[config.mk]
export PLATFORM = sky130hd
export DESIGN_NAME = fetch_stage
export DESIGN_NICKNAME = d
export VERILOG_FILES = /design/src/rtl/core_pkg.sv /design/src/rtl/fetch_skid_buf.sv /design/src/rtl/fetch_stage.sv
export SDC_FILE = /design/constraint.sdc
export NUM_CORES = 1
export LEC_CHECK = 0
export BUFFER_PORTS_ARGS = -buffer_cell sky130_fd_sc_hd__buf_2
export CAP_MARGIN = 20
export CORE_ASPECT_RATIO = 1.75
export CORE_UTILIZATION = 50
export CTS_CLUSTER_DIAMETER = 80
export DETAILED_ROUTE_END_ITERATION = 10
export PLACE_DENSITY = 0.74
export SYNTH_ARGS = -nofsm -noshare
export SYNTH_HDL_FRONTEND = slang
export SYNTH_SLANG_ARGS = --single-unit
[constraint.sdc]
create_clock -name clk -period 6.6 [get_ports clk]
set_input_delay 0.33 -clock clk [delete_from_list [all_inputs] [get_ports clk]]
set_output_delay 0.33 -clock clk [all_outputs]
set_load 0.01 [all_outputs]
[src/rtl/core_pkg.sv]
// core_pkg: constants and the fetch slot type shared by fetch and decode.
package core_pkg;
    localparam int PC_WIDTH = 32;
    localparam logic [PC_WIDTH-1:0] RESET_VECTOR = 32'hBFC00000;
    localparam logic [31:0] NOP_INSTR = 32'h00000013;

    typedef struct packed {
        logic valid;
        logic [31:0] instr;
        logic [PC_WIDTH-1:0] pc;
    } fetch_slot_t;
endpackage

[src/rtl/fetch_skid_buf.sv]
// fetch_skid_buf: out slot plus one-entry skid, valid/ready toward decode, flushable.
module fetch_skid_buf
    import core_pkg::*;
(
    input  logic                clk,
    input  logic                rst_n,
    input  logic                flush,
    input  fetch_slot_t         in_slot,
    input  logic                out_ready,
    output fetch_slot_t         out_slot,
    output logic                skid_full,
    output logic                out_load,
    output logic [PC_WIDTH-1:0] load_pc
);
    fetch_slot_t skid_q;
    logic send;
    logic skid_load;

    always_comb begin
        send      = out_slot.valid && out_ready;
        out_load  = !flush && (skid_q.valid ? send : in_slot.valid && (!out_slot.valid || send));
        skid_load = !flush && !skid_q.valid && in_slot.valid && out_slot.valid && !send;
        load_pc   = skid_q.valid ? skid_q.pc : in_slot.pc;
        skid_full = skid_q.valid;
    end

    // Instr/pc fields are kept on flush so id_pc holds its last value.
    always_ff @(posedge clk or negedge rst_n) begin
        if (!rst_n) begin
            out_slot <= '0;
            skid_q   <= '0;
        end else if (flush) begin
            out_slot.valid <= 1'b0;
            skid_q.valid   <= 1'b0;
        end else begin
            if (out_load)
                out_slot <= skid_q.valid ? skid_q : in_slot;
            else if (send)
                out_slot.valid <= 1'b0;
            if (skid_load)
                skid_q <= in_slot;
            else if (skid_q.valid && send)
                skid_q.valid <= 1'b0;
        end
    end
endmodule

[src/rtl/fetch_stage.sv]
// fetch_stage: PC register, ROM addressing and redirect handling feeding the IF/ID slot.
module fetch_stage
#(
    parameter int          A_WIDTH      = core_pkg::PC_WIDTH,
    parameter logic [31:0] RESET_VECTOR = core_pkg::RESET_VECTOR,
    parameter logic [31:0] NOP_INSTR    = core_pkg::NOP_INSTR
)
(
    input  logic               clk,
    input  logic               rst_n,
    input  logic               fetch_en,
    input  logic               redirect_valid,
    input  logic [A_WIDTH-1:0] redirect_pc,
    output logic [A_WIDTH-1:0] imem_addr,
    input  logic [31:0]        imem_rdata,
    output logic               id_valid,
    input  logic               id_ready,
    output logic [31:0]        id_instr,
    output logic [A_WIDTH-1:0] id_pc,
    output logic [A_WIDTH-1:0] id_pc_plus4,
    output logic               misalign_err
);
    import core_pkg::fetch_slot_t;

    logic [A_WIDTH-1:0] pc_q;
    logic [A_WIDTH-1:0] pc4_q;
    logic [A_WIDTH-1:0] load_pc;
    logic               mis_q;
    logic               fire;
    logic               skid_full;
    logic               out_load;
    fetch_slot_t        in_slot;
    fetch_slot_t        out_slot;

    always_comb begin
        fire        = fetch_en && !skid_full && !redirect_valid;
        in_slot     = '{valid: fire, instr: imem_rdata, pc: pc_q};
        imem_addr   = pc_q;
        id_valid    = out_slot.valid;
        id_instr    = out_slot.valid ? out_slot.instr : NOP_INSTR;
        id_pc       = out_slot.pc;
        id_pc_plus4 = pc4_q;
        misalign_err = mis_q;
    end

    fetch_skid_buf u_buf (
        .clk       (clk),
        .rst_n     (rst_n),
        .flush     (redirect_valid),
        .in_slot   (in_slot),
        .out_ready (id_ready),
        .out_slot  (out_slot),
        .skid_full (skid_full),
        .out_load  (out_load),
        .load_pc   (load_pc)
    );

    // pc+4 travels with the out slot so decode sees it without an adder in its path.
    always_ff @(posedge clk or negedge rst_n) begin
        if (!rst_n) begin
            pc_q  <= RESET_VECTOR;
            pc4_q <= '0;
            mis_q <= 1'b0;
        end else begin
            pc_q  <= redirect_valid ? {redirect_pc[A_WIDTH-1:2], 2'b00}
                   : fire ? pc_q + A_WIDTH'(4) : pc_q;
            mis_q <= redirect_valid && (redirect_pc[1:0] != 2'b00);
            if (out_load)
                pc4_q <= load_pc + A_WIDTH'(4);
        end
    end
endmodule

==> flow_summary.yaml <==
worst_setup_path:
  max_stage_delay_ns: 0.97
  worstSetupStartpointType: "register"
  critPathMaxFanout: 61
  critPathArrivalTime_ns: 3.82
  r2r_setup_slack_ns: 3.11
  startpoint: "u_buf.skid_full"
  cp_num_buf_inv: 1
  crit_end: "id_pc_plus4[30]"
  cpMaxStageDelayCell: "dfrtp_4"
  critPathTopFamily: "compound AO/OA/AOI/OAI gates"
  cp.required_ns: 6.93
  crit_cells: 6
  crit_path_end_kind: "register"
  ff2ff_path_depth: 6
  reg2reg_from: "u_buf.skid_full"
  crit_type: "reg -> reg"
  r2r-end: "id_pc_plus4[30]"
  path_cells: "buf_4 > nand3_1 > a222oi_1 > nand4_2 > o31a_1 > o31ai_1"
timing:
  worstMarginPinSlew_ns: 0.974
  slew_viol_final: 0
  clock_skew_ns: 0.00760
  finalHoldViolations: 13
  max_freq_ghz: 0.287
  setup_viol: 0
  rsz0062_at_grt: "false"
  hold_slack_ns: -0.0513
  slew_headroom: 0.351
  finalSetupTns_ns: 0
  fin_crit_sh: 0.528
  period_needed_ns: 3.49
layout:
  areaGrowthSynthToFinish_pct: 16.0
  final_layout_size_suffix_gt1_frac: 0.259
  nets: 1114
  utilization: 0.591
  post-route-cell-area_um2: 10900
logic_synthesis:
  synth-compound-area-share: 0.0988
  synth_top_family_by_area: "simple AND/OR/NAND/NOR gates"
  ys_types: 53
  async_flop_share: 1.00
  synth_top_area_share: 0.473
  synth_xor_xnor_area_share: 0.0418
  synthSimpleGateAreaFrac: 0.162
  synth_enable_flop_cells: 0
  yosysTopAreaCell: "dfrtp_1"
  synthCells: 914
  synth-seq-cells: 187
  syn_avg_cell_area_um2: 10.3
  synth_area_um2: 9420
  muxShareOfSynthArea: 0.139
  synth_flop_cell: "dfrtp_1"
  synth_seq_area_share: 0.498
  synth_area_leaders: "dfrtp_1, nand2_1, mux2i_1"
  yosysWarningCount: 0
  synthAdderAreaFrac: 0.00266
global_route:
  gr-total-overflow: 0
  track_usage: 0.244
  grt_pass1_wl_mm: 36.8
  grt_pass1_vias: 7076
  antenna_found_initial: 1
  grt_max_degree: 108
floorplanning:
  io_pins: 199
  die_w_um: 106
  die_h_um: 184
  start_util: 0.509
  num_rows: 66
  core_um2: 18500
  die_area_um2: 19400
routing:
  drc: 0
  drtIter0Drc: 300
  wl_per_cell_um: 17.3
  avgViaCountPerCell: 5.48
  drt_wl_total_mm: 22.4
  dr.pass1.iters: 5
  detail-route-antenna-nets: 0
  num_vias: 7102
clock_tree:
  cts.sinks: 187
  clk_pin_slew_worst_paths_ns: 0.07
  cts.path.max_buffers: 2
  postCtsSetupRepairBufs: 0
  clk_latency_ns: 0.43
  cts_buffers: 17
  hold_buffers: 0
  cts-root-buf: "clkbuf_16"
  cts_tree: "done"
  htree_levels: 4
  cts_resized: 0
power_and_ir_drop:
  p_leak_nw: 5.02
  p_per_area_nw_per_um2: 310
  vdd_ir_drop_max_v: 0.000176
place:
  gp_congestion: 0.842
  place.detailed.hpwl_mm: 15.6
  dpl_cell_area_um2: 10200
  port_buffers: 192
outcome:
  status: "finished, violations left"
  violations: "hold timing"
job:
  cap_violations: 0
worst_hold_path:
  hp-class: "in -> async"
[how the worst min path moves through the flow]
stage	startpoint	to	slack, ns
6_report	rst_n	u_buf.skid_q[59]	-0.05
5_1_grt	rst_n	u_buf.skid_q[59]	0.06
4_1_cts	rst_n	u_buf.skid_q[59]	0.04
3_5_place_dp	u_buf.out_slot[3]	u_buf.out_slot[3]	0.46
3_3_place_gp	u_buf.out_slot[50]	u_buf.out_slot[50]	0.45
2_1_floorplan	rst_n	id_pc_plus4[10]	0.03
[cells by family after synthesis]
| kind of cell | after synthesis |
|---|---|
| xor+xnor | 45 |
| compound gates | 158 |
| buf+inv | 98 |
| flops | 187 |
| mux | 123 |
| fa+ha+maj | 2 |
| other cells | 1 |
| simple gates | 300 |
[synthesized netlist by cell type (3+ instances only)]
library cell and instances:
o21a_1 4, nor3_1 6, nor4_1 10, buf_2 11, o31ai_1 13, and4_1 6
dfstp_2 9, o21ai_1 10, dfrtp_1 178, o21ai_0 100, buf_4 40, clkbuf_1 42
nand3_1 28, nand2_1 155, o31a_1 7, and3_1 6, inv_1 3, xnor2_1 21
mux2_2 21, nand3b_1 13, mux2_1 44, nand2b_1 5, nand4_1 13, nor2_1 7
and2_1 34, nand4b_1 4, nor2b_1 3, mux2i_1 58, a21oi_1 3, xor2_1 24
a31oi_1 3, a22oi_1 5
[routing by layer]
layer,wire length [um],up-vias,track usage
li1,-,3408,-
met1,8970,3451,0.290
met2,11900,204,0.435
met3,826,39,0.0340
met4,686,0,0.108
met5,0,-,0
[metrics by stage]
stage / worst slack, ns / power (W) / hold WS, ns / std cells
after floorplan: 4.03 / 0.00206 / 0.0344 / 919
after global placement: 3.22 / 0.00227 / 0.453 / 1260
after detailed placement: 3.14 / 0.00230 / 0.462 / 1260
after CTS: 3.11 / 0.00342 / 0.0353 / 1292
after global routing: 2.86 / 0.00357 / 0.0621 / 1295
final: 3.11 / 0.00338 / -0.0513 / 1295
[flip-flops by register name (all words and copies together) (netlist names)]
register	count
u_buf.out_slot	63
misalign_err	1
id_pc_plus4	30
u_buf.skid_q	62
u_buf.skid_full	1
imem_addr	30
[power by group]
| group | internal, W | switching (W) | leakage, nW |
|---|---|---|---|
| clock | 0.000661 | 0.000452 | 0.312 |
| sequential | 0.00142 | 0.000219 | 2.32 |
| combinational | 0.000299 | 0.000337 | 2.40 |
| total | 0.00238 | 0.00101 | 5.02 |
[cells in the final DEF (no fill, tap or decap), types with 9 or more instances in the layout]
cell type	synthesis	layout
mux2i_1	58	58
nand3b_1	13	13
o21ai_1	10	10
dfrtp_1	178	177
clkbuf_16	0	17
and2_1	34	34
xor2_1	24	24
buf_2	11	191
nor4_1	10	10
mux2_2	21	21
nand3_1	28	28
nand2_1	155	155
nand4_1	13	13
o31ai_1	13	13
o21ai_0	100	100
mux2_1	44	44
xnor2_1	21	21
dfstp_2	9	9
[layout make-up]
| class | count | area [um2] |
|---|---|---|
| timing repair buffer | 200 | 1060 |
| clock buffer | 20 | 457 |
| sequential | 187 | 4690 |
| tap | 238 | 298 |
| multi-input combinational | 634 | 4220 |
| fill | 1678 | 7570 |
| inverter | 3 | 11.3 |
| clock inverter | 12 | 185 |
| antenna | 1 | 2.50 |
(Power assumes the default switching activity.)
